==> config.mk <==
export PLATFORM = sky130hd
export DESIGN_NAME = reset_ready_seq_flat
export DESIGN_NICKNAME = d
export VERILOG_FILES = /design/src/rtl/reset_ready_seq_pkg.sv /design/src/rtl/reset_ready_seq_if.sv /design/src/rtl/reset_ready_seq_sync.sv /design/src/rtl/reset_ready_seq.sv /design/src/flat_wrapper.sv
export SDC_FILE = /design/constraint.sdc
export NUM_CORES = 1
export LEC_CHECK = 0
export CAP_MARGIN = 20
export CORE_MARGIN = 1.5
export CORE_UTILIZATION = 52
export DETAILED_ROUTE_END_ITERATION = 8
export PLACE_DENSITY = 0.82
export SLEW_MARGIN = 20
export SYNTH_ARGS = -nofsm -noshare
export SYNTH_HDL_FRONTEND = slang
export SYNTH_SLANG_ARGS = --single-unit
==> constraint.sdc <==
create_clock -name clk -period 1.8 [get_ports clk]
set_input_delay 0.36 -clock clk [delete_from_list [all_inputs] [get_ports clk]]
set_output_delay 0.36 -clock clk [all_outputs]
set_load 0.01 [all_outputs]
==> src/rtl/reset_ready_seq_pkg.sv <==
// Shared types for the reset-release sequencer: FSM state encoding and counter sizing.
// Imported by the sequencer top; no logic of its own.
package reset_seq_pkg;

   typedef enum logic [2:0] {
      RESET = 3'd0,
      WAIT  = 3'd1,
      INIT  = 3'd2,
      READY = 3'd3,
      ERROR = 3'd4
   } state_t;

   // Counter holds at most max(INIT_CYCLES, TIMEOUT_CYCLES)-1; keep at least one bit.
   function automatic int cnt_width(input int init_cycles, input int timeout_cycles);
      int m;
      m = (init_cycles > timeout_cycles) ? init_cycles : timeout_cycles;
      return (m <= 2) ? 1 : $clog2(m);
   endfunction

endpackage

==> src/rtl/reset_ready_seq_if.sv <==
// Reset/ready handshake bundle between the sequencer (master) and the downstream datapath (slave).
// Pure wiring; no storage.
interface reset_ready_seq_if;

   logic rst_sync_n;
   logic init_req;
   logic ready;
   logic init_err;
   logic soft_rst;
   logic init_ack;

   modport master (
      output rst_sync_n,
      output init_req,
      output ready,
      output init_err,
      input  soft_rst,
      input  init_ack
   );

   modport slave (
      input  rst_sync_n,
      input  init_req,
      input  ready,
      input  init_err,
      output soft_rst,
      output init_ack
   );

endinterface

==> src/rtl/reset_ready_seq_sync.sv <==
// Async-assert / sync-deassert reset synchroniser; release visible SYNC_STAGES edges after rst_n rises.
// No backpressure; assertion is immediate and clockless.
module reset_sync #(
   parameter int SYNC_STAGES = 2
) (
   input  logic clk,
   input  logic rst_n,
   output logic rst_sync_n
);

   logic [SYNC_STAGES-1:0] chain;

   always_ff @(posedge clk or negedge rst_n) begin
      if (!rst_n) begin
         chain <= '0;
      end else begin
         chain <= {chain[SYNC_STAGES-2:0], 1'b1};
      end
   end

   assign rst_sync_n = chain[SYNC_STAGES-1];

endmodule

==> src/rtl/reset_ready_seq.sv <==
// Reset-release sequencer: sync reset release, settle, req/ack init handshake, then ready; ready at P(SYNC+INIT+2+ack wait).
// init_req is held until init_ack or timeout; soft_rst restarts from the settle phase.
module reset_ready_seq
   import reset_seq_pkg::*;
#(
   parameter int SYNC_STAGES    = 2,
   parameter int INIT_CYCLES    = 1,
   parameter int TIMEOUT_CYCLES = 8
) (
   input  logic                clk,
   input  logic                rst_n,
   reset_ready_seq_if.master   bus
);

   localparam int            CW        = cnt_width(INIT_CYCLES, TIMEOUT_CYCLES);
   localparam logic [CW-1:0] WAIT_LOAD = CW'(INIT_CYCLES - 1);
   localparam logic [CW-1:0] TO_LAST   = CW'(TIMEOUT_CYCLES - 1);
   localparam logic [CW-1:0] CNT_ONE   = CW'(1);

   state_t          state_q, state_d;
   logic [CW-1:0]   cnt_q, cnt_d;
   logic            rst_sync_n;
   logic            init_req_q;
   logic            ready_q;
   logic            init_err_q;

   reset_sync #(
      .SYNC_STAGES (SYNC_STAGES)
   ) u_reset_sync (
      .clk        (clk),
      .rst_n      (rst_n),
      .rst_sync_n (rst_sync_n)
   );

   // soft_rst outranks ack and timeout; RESET only waits for the synchronised release.
   always_comb begin
      state_d = state_q;
      cnt_d   = cnt_q;
      if (state_q != RESET && bus.soft_rst) begin
         state_d = WAIT;
         cnt_d   = WAIT_LOAD;
      end else begin
         case (state_q)
            RESET: begin
               if (rst_sync_n) begin
                  state_d = WAIT;
                  cnt_d   = WAIT_LOAD;
               end
            end
            WAIT: begin
               if (cnt_q == '0) begin
                  state_d = INIT;
                  cnt_d   = '0;
               end else begin
                  cnt_d = cnt_q - CNT_ONE;
               end
            end
            INIT: begin
               if (bus.init_ack) begin
                  state_d = READY;
                  cnt_d   = '0;
               end else if (cnt_q == TO_LAST) begin
                  state_d = ERROR;
                  cnt_d   = '0;
               end else begin
                  cnt_d = cnt_q + CNT_ONE;
               end
            end
            READY: begin
               state_d = READY;
            end
            ERROR: begin
               state_d = ERROR;
            end
            default: begin
               state_d = RESET;
               cnt_d   = '0;
            end
         endcase
      end
   end

   // Outputs are decoded from the next state into their own flops so they never glitch.
   always_ff @(posedge clk or negedge rst_n) begin
      if (!rst_n) begin
         state_q    <= RESET;
         cnt_q      <= '0;
         init_req_q <= 1'b0;
         ready_q    <= 1'b0;
         init_err_q <= 1'b0;
      end else begin
         state_q    <= state_d;
         cnt_q      <= cnt_d;
         init_req_q <= (state_d == INIT);
         ready_q    <= (state_d == READY);
         init_err_q <= (state_d == ERROR);
      end
   end

   assign bus.rst_sync_n = rst_sync_n;
   assign bus.init_req   = init_req_q;
   assign bus.ready      = ready_q;
   assign bus.init_err   = init_err_q;

endmodule
==> src/flat_wrapper.sv <==
// flat-port wrapper written by rule: the top's interface ports become plain ports
module reset_ready_seq_flat import reset_seq_pkg::*;
#(
   parameter int SYNC_STAGES    = 2,
   parameter int INIT_CYCLES    = 1,
   parameter int TIMEOUT_CYCLES = 8
)
  (clk, rst_n, bus_rst_sync_n, bus_init_req, bus_ready, bus_init_err, bus_soft_rst, bus_init_ack);
  reset_ready_seq_if bus_i ();
  input  logic clk;
  input  logic rst_n;
  output wire logic [$bits(bus_i.rst_sync_n)-1:0] bus_rst_sync_n;
  output wire logic [$bits(bus_i.init_req)-1:0] bus_init_req;
  output wire logic [$bits(bus_i.ready)-1:0] bus_ready;
  output wire logic [$bits(bus_i.init_err)-1:0] bus_init_err;
  input wire logic [$bits(bus_i.soft_rst)-1:0] bus_soft_rst;
  input wire logic [$bits(bus_i.init_ack)-1:0] bus_init_ack;
  assign bus_rst_sync_n = bus_i.rst_sync_n;
  assign bus_init_req = bus_i.init_req;
  assign bus_ready = bus_i.ready;
  assign bus_init_err = bus_i.init_err;
  assign bus_i.soft_rst = bus_soft_rst;
  assign bus_i.init_ack = bus_init_ack;
  reset_ready_seq #(.SYNC_STAGES(SYNC_STAGES), .INIT_CYCLES(INIT_CYCLES), .TIMEOUT_CYCLES(TIMEOUT_CYCLES)) u_core (.clk(clk), .rst_n(rst_n), .bus(bus_i));
endmodule
==> results by group <==
Setup path
  – Endpoint class of the critical path: flop
  – Max FO, Critical Path: 14
  – Required time at the endpoint of the critical path: 1.97 ns
  – Largest delay contributor family on the critical path: flip-flops
  – Max stage delay on crit path: approximately 0.69 ns
  – Nature of the critical path startpoint: flop
  – Cell with the biggest individual delay on the critical path: sky130_fd_sc_hd__dfrtp_1
  – WP buf/inv: 0
  – Arrival time reported for the critical path endpoint: 1.75 ns
  – CP cell instances: nor3b_2 -> a22oi_2 -> o31ai_1
  – Setup slack of the worst register-to-register path: between 0.2 and 0.25 ns
  – Type of the worst setup path: reg -> reg

Layout
  – Number of antenna cells inserted: 0
  – Commonest cells after routing, fill and taps aside: sky130_fd_sc_hd__dfrtp_1, sky130_fd_sc_hd__clkdlybuf4s50_1, sky130_fd_sc_hd__inv_1, sky130_fd_sc_hd__nor3_1, sky130_fd_sc_hd__ha_1
  – Commonest non-fill, non-tap cell in the layout: sky130_fd_sc_hd__dfrtp_1
  – Net count of the finished layout: 80
  – Filler Cells Inserted: a little over 100
  – Fraction of layout instances using a drive strength above 1: between 10% and 20%
  – Area added between synthesis and finish: 11.87%
  – Area of all placed cells without fillers: 778.2 µm²
  – Final cell utilization of the core: ~66%

Drt
  – DRC errors left: 0
  – Iteration-0 DRC Markers: 16
  – Count of TritonRoute iterations in the first routing pass: 4
  – Post-detailed-route count of antenna-violating nets: 0
  – Total wirelength of the detailed-routed design: ~1300 µm
  – Routed vias/inst: around 6
  – Average wire per standard cell: ~15 µm
  – Number of vias after detailed routing: roughly 500

Synthesis
  – Synth Instances: 63
  – Post-synth net total: 71
  – Count of different cell masters after synthesis: 33
  – Sequential area share after synthesis: 39.57%
  – Mean cell area of the mapped netlist: roughly 11 µm²
  – Warnings, synthesis: 0
  – Register bit total from synthesis: 11
  – Summed instance area of the synthesized netlist: between 600 and 700 µm²

Clock network
  – Clk_lat worst skew: 0.27 ns
  – Clock net sink count: 11
  – Clock tree root driver cell: sky130_fd_sc_hd__clkbuf_4
  – Count of instances resized after the clock tree is built: 0
  – CTS H-tree lvls: 1
  – Clock tree from TritonCTS: built
  – CTS hold repair buffers: 0
  – Number of clock buffers inserted by TritonCTS: 3
  – Clock transition time at the flip-flop clock pins of the worst setup and hold paths: roughly 0.070 ns
  – Post-CTS setup buffer count: 0
  – Clk buf depth: 2

STA
  – Transition at the pin with the smallest max-transition slack: roughly 0.54 ns
  – Sum of negative setup slack: 0 ns
  – Unrepaired setup endpoints after global routing: no
  – Endpoints failing hold: 0
  – Final count of pins violating max slew: 0
  – Final setup violation count: 0
  – Worst clock skew on the final layout: about 0.0048 ns
  – Relative slew slack: a little under two thirds
  – Share of the clock period used by the worst path after layout: 87.89%
  – Fmax: roughly 630 MHz
  – Final critical delay including setup and external delays: roughly 1.6 ns

Place
  – Placed Instance Area: 752.0 µm²
  – Half-perimeter wire length after detailed placement: approximately 1000 µm
  – Routability congestion estimate from global placement: about 0.85
  – Input/output buffers: 7

Floorplan
  – Initial core utilization: 59.40%
  – Die area: roughly 1600 µm²
  – Number of rows in the core area: 12
  – Die X: 39.58 µm
  – Height of the chip: 39.58 µm
  – Number of placed I/O pins: 8
  – Area of the core region: 1171 µm²

Global route
  – Largest net degree at the start of global routing: 15
  – Overflow left after global routing: 0
  – Antenna violations before repair: 0
  – Global-route total usage across every layer: between 20 and 25%
  – First-pass GRT wire length: between 2000 and 2500 µm
  – Vias in the first global route: 480

Power
  – VDD IR max: between 600 and 700 µV
  – Final Power: a little over 0.6 mW
  – Leakage: 0.3231 nW
  – Power density normalized to cell area: 774.9 nW/µm²

Run status
  – Outcome: finished, final reports clean

Hold path
  – Class of the tightest hold or removal check: reg -> reg

Run
  – Number of max-cap violations: 0
==> cells by family after synthesis <==
family	count (synthesis)	share of synthesized area, %
mux	1	1.619
buf+inv	9	8.273
simple gates	22	25.00
flops	11	39.57
xor+xnor	1	1.259
fa+ha+maj	4	7.195
compound gates	14	16.55
other cells	1	0.5391
==> per-layer routing <==
layer / track usage, % / routed length [µm]
met2: 32.38 / 604
met4: 6.897 / 9
met3: 8.523 / 60
met5: 0 / 0
met1: 28.67 / 626
==> cells in the mapped netlist <==
cell	count	area, µm²
sky130_fd_sc_hd__a2111oi_2	1	15.01
sky130_fd_sc_hd__a21oi_1	1	5.000
sky130_fd_sc_hd__a22o_1	1	8.760
sky130_fd_sc_hd__a22oi_2	1	12.51
sky130_fd_sc_hd__a31oi_1	1	6.260
sky130_fd_sc_hd__a32oi_1	2	17.52
sky130_fd_sc_hd__and4bb_1	1	12.51
sky130_fd_sc_hd__buf_6	3	33.78
sky130_fd_sc_hd__clkbuf_2	1	5.000
sky130_fd_sc_hd__conb_1	1	3.750
sky130_fd_sc_hd__dfrtp_1	11	275.3
sky130_fd_sc_hd__ha_1	4	50.05
sky130_fd_sc_hd__inv_1	5	18.77
sky130_fd_sc_hd__mux2_2	1	11.26
sky130_fd_sc_hd__nand2_1	1	3.750
sky130_fd_sc_hd__nand2b_1	2	12.51
sky130_fd_sc_hd__nand4_1	1	6.260
sky130_fd_sc_hd__nor2_1	2	7.510
sky130_fd_sc_hd__nor2b_1	2	12.51
sky130_fd_sc_hd__nor3_1	5	25.02
sky130_fd_sc_hd__nor3b_1	1	7.510
sky130_fd_sc_hd__nor3b_2	1	12.51
sky130_fd_sc_hd__nor4_1	2	12.51
sky130_fd_sc_hd__nor4_2	1	12.51
sky130_fd_sc_hd__nor4b_2	1	15.01
sky130_fd_sc_hd__nor4b_4	1	23.77
sky130_fd_sc_hd__nor4bb_1	1	10.01
sky130_fd_sc_hd__o21ai_1	1	5.000
sky130_fd_sc_hd__o21bai_1	1	7.510
sky130_fd_sc_hd__o221ai_1	1	8.760
sky130_fd_sc_hd__o22ai_1	1	6.260
sky130_fd_sc_hd__o31ai_1	3	22.52
sky130_fd_sc_hd__xor2_1	1	8.760
==> report_power, final <==
group / switching [mW] / internal (mW)
Sequential: 0.0382 / 0.265
Clock: 0.0813 / 0.0858
Combinational: 0.0648 / 0.0676
==> worst reg2reg max path: stages, from the launching register on <==
cell and delay [ns]:
sky130_fd_sc_hd__dfrtp_1 0.69, sky130_fd_sc_hd__nor3b_2 0.44, sky130_fd_sc_hd__a22oi_2 0.14, sky130_fd_sc_hd__o31ai_1 0.22
==> area by class of cell <==
cell class                      count  area [µm²]  area share, %
Multi-Input combinational cell     43       362.8          46.62
Sequential cell                    11       275.3          35.37
Timing Repair Buffer                8       77.57          9.968
Clock buffer                        4       26.28          3.376
Inverter                            5       18.77          2.412
Tap cell                           14       17.52          2.251
==> per-stage QoR <==
step / std cells / setup slack [ns] / hold slack, ns
global route: 85 / 0.1277 / 0.3775
floorplan: 63 / 0.4801 / 0.06441
global placement: 81 / 0.1193 / 0.3443
detailed placement: 81 / 0.06567 / 0.3395
finish: 85 / 0.2179 / 0.3613
CTS: 85 / 0.2391 / 0.3679
==> state kept, by name, summed over array words and instances, names as in the netlist <==
| register | cells |
|---|---|
| u_core.cnt_q | 3 |
| u_core.state_q | 3 |
| u_core.u_reset_sync.chain | 2 |
| u_core.bus.init_err | 1 |
| u_core.bus.init_req | 1 |
| u_core.bus.ready | 1 |
==> path summary, 6_finish.rpt <==
| path | cells past startpoint | from | to |
|---|---|---|---|
| setup / recovery | 3 | u_core.state_q[0]$_DFF_PN0_ | u_core.cnt_q[0]$_DFFE_PN0P_ |
| hold / removal | 0 | u_core.u_reset_sync.chain[0]$_DFF_PN0_ | u_core.u_reset_sync.chain[1]$_DFF_PN0_ |
| max in group asynchronous | 1 | rst_n | u_core.cnt_q[0]$_DFFE_PN0P_ |
| setup reg to reg | 3 | u_core.state_q[0]$_DFF_PN0_ | u_core.cnt_q[0]$_DFFE_PN0P_ |
| hold reg to reg | 0 | u_core.u_reset_sync.chain[0]$_DFF_PN0_ | u_core.u_reset_sync.chain[1]$_DFF_PN0_ |
| min in group asynchronous | 1 | rst_n | u_core.state_q[2]$_DFF_PN0_ |
(Power assumes the default switching activity.)
==> RTL change: new RTL, same settings <==
`SYNC_STAGES` is set to 2 in 3 places; all go to 4.
--- a/src/rtl/reset_ready_seq_sync.sv
+++ b/src/rtl/reset_ready_seq_sync.sv
@@ -2,5 +2,5 @@
 // No backpressure; assertion is immediate and clockless.
 module reset_sync #(
-   parameter int SYNC_STAGES = 2
+   parameter int SYNC_STAGES = 4
 ) (
    input  logic clk,
--- a/src/rtl/reset_ready_seq.sv
+++ b/src/rtl/reset_ready_seq.sv
@@ -4,5 +4,5 @@
    import reset_seq_pkg::*;
 #(
-   parameter int SYNC_STAGES    = 2,
+   parameter int SYNC_STAGES    = 4,
    parameter int INIT_CYCLES    = 1,
    parameter int TIMEOUT_CYCLES = 8
--- a/src/flat_wrapper.sv
+++ b/src/flat_wrapper.sv
@@ -2,5 +2,5 @@
 module reset_ready_seq_flat import reset_seq_pkg::*;
 #(
-   parameter int SYNC_STAGES    = 2,
+   parameter int SYNC_STAGES    = 4,
    parameter int INIT_CYCLES    = 1,
    parameter int TIMEOUT_CYCLES = 8
Function: changed (a bounded check fails within 4 cycles, from zero or initial values and one cycle with rst_n low).
==> RTL change against the original RTL <==
- non-clock buffer count fell by 1
- clock skew rose by 1.2 ps
- sequential cell count rose by 2
- global-route usage fell by 1.8 points
- final cell count rose by 3.5%
- final area fell by 0.32%
- wire length fell by 6.0%
- highest routed layer unchanged
- setup slack got worse by 110 ps
- die area fell by 2.2%
- area after synthesis fell by 2.3%
Power is not compared: it rests on default switching activity, and its combinational part moved more than twofold at a synthesized area within 25%.
==> RTL change: results (changes against the original RTL) <==
----------------------------------------------------
[Drt]
  Detailed Route Iter0 Violations ... 8 (-8)
  Remaining antenna violation count after routing ... 0 (unchanged)
  Via Count ... 501 (-2.1%)
  DRC ... 0 (unchanged)
  Wire per inst ... 13.9 um (-9.2%)
  Number of detailed-routing iterations run before antenna repair ... 4 (unchanged)

[Placed design]
  Final Wtd Congestion ... 0.771 (-9.1%)
  Post-place instance area ... 743 sq um (-1.2%)
  Buffers added on ports ... 7 (unchanged)
  Detail Placement HPWL ... 866 um (-13%)

[CTS]
  Buffers inserted during post-CTS setup optimization ... 0 (unchanged)
  Reg clk slew, reported paths ... 80 ps
  Worst skew pair latency ... 270 ps (about the same)

[Worst hold path]
  Kind of path behind the tightest hold check ... flip-flop to flip-flop

[Logic synthesis]
  Sequential-to-total area share from yosys stat ... 0.479 (+0.0831)
  Most numerous cell types in the synthesized netlist ... 13 x sky130_fd_sc_hd__dfrtp_1, 6 x sky130_fd_sc_hd__nor2_1, 5 x sky130_fd_sc_hd__inv_1, 5 x sky130_fd_sc_hd__o22ai_1, 4 x sky130_fd_sc_hd__ha_1
  Number of synthesis warnings ... 0 (unchanged)
  Unique masters post-synth ... 28 (-15%)
  Area contributors post-synth ... sky130_fd_sc_hd__dfrtp_1 48%, sky130_fd_sc_hd__ha_1 7.4%, sky130_fd_sc_hd__o22ai_1 4.6%
  Syn Nets ... 74 (+4.2%)

[Critical path]
  Maximum fanout along the worst path ... 2 (-12)
  Arrival time worst endpoint ... 1900 ps (+150 ps)

[Global routing]
  Maximum number of pins on one net before global-route repair ... 14 (-1)
  First-pass GRT wire length ... 2020 um (-6.7%)
  Number of global-route vias before repair ... 481 (+0.21%)
  Global-route total usage across every layer ... 0.200 (-0.0177)

[Pwr]
  Leakage component of the power ... 0.338 nW

[Cells and area]
  Final #Nets ... 83 (+3.8%)
  Registers with the highest flip-flop counts ... u_core.u_reset_sync.chain x4, u_core.cnt_q x3, u_core.state_q x3
  Fraction of final layout cells with drive strength greater than 1 ... 0.0946 (-0.0603)

[STA]
  Setup Skew ... 6.06 ps (+1.24 ps)
  Slew headroom ... 0.613 (-0.0255)

[Status]
  Run status ... finished clean

----------------------------------------------------
-- RTL change: worst max-delay path, cell delays in order (launching register included) --
cell,delay (ps)
sky130_fd_sc_hd__dfrtp_1,390
sky130_fd_sc_hd__ha_1,220
sky130_fd_sc_hd__ha_1,200
sky130_fd_sc_hd__nor2b_1,160
sky130_fd_sc_hd__or3_4,380
sky130_fd_sc_hd__a21oi_2,150
sky130_fd_sc_hd__and2_1,140
-- RTL change: kinds of logic (layout without fill, tap and decap cells) --
| family | count (synthesis) | in the layout | share of synthesized area |
|---|---|---|---|
| compound gates | 15 | 15 | 0.155 |
| other cells | 1 | 1 | 0.00552 |
| buf+inv | 8 | 16 | 0.0626 |
| flops | 13 | 13 | 0.479 |
| simple gates | 21 | 21 | 0.166 |
| fa+ha+maj | 5 | 5 | 0.0902 |
| xor+xnor | 1 | 1 | 0.0129 |
| mux | 2 | 2 | 0.0295 |
-- RTL change: final timing paths --
check,slack (ps),from,endpoint,cells past startpoint
max in group asynchronous,960,rst_n,u_core.u_reset_sync.chain[0],1
min,350,u_core.u_reset_sync.chain[1],u_core.u_reset_sync.chain[2],0
min in group asynchronous,450,rst_n,u_core.cnt_q[2],1
min reg2reg,350,u_core.u_reset_sync.chain[1],u_core.u_reset_sync.chain[2],0
max,110,u_core.cnt_q[0],u_core.bus.ready,6
max reg2reg,110,u_core.cnt_q[0],u_core.bus.ready,6
-- RTL change: per-layer routing --
layer	GRT usage	vias up	part of all wire	wire length (um)
met5	0	-	0	0
met4	0.0776	0	0.011	14
met3	0.0347	2	0.038	46
met2	0.321	11	0.47	575
met1	0.265	239	0.48	586
li1	-	249	-	-
-- RTL change: area by class of cell --
cell class | instances | area, sq um
Multi-Input combinational cell | 45 | 318
Fill cell | 87 | 380
Sequential cell | 13 | 325
Timing Repair Buffer | 7 | 70.1
Clock buffer | 4 | 26.3
Inverter | 5 | 18.8
Tap cell | 14 | 17.5
-- RTL change: per-stage QoR --
stage	setup slack (ps)	utilization	std cells	hold slack [ps]
5_1_grt	5.74	0.671	88	364
6_report	112	0.671	88	353
2_1_floorplan	236	-	66	64.4
4_1_cts	110	0.666	88	354
3_5_place_dp	79.8	0.643	84	336
3_3_place_gp	110	0.643	84	332
-- RTL change: power by group through the flow --
stage	Combinational (W)	Sequential [W]	Clock, W
floorplan	0.000324	0.000385	0
global placement	0.000339	0.000425	0
detailed placement	0.000352	0.000427	0
CTS	0.000354	0.000421	0.000177
global route	0.000411	0.000432	0.000192
finish	0.000368	0.000423	0.000177
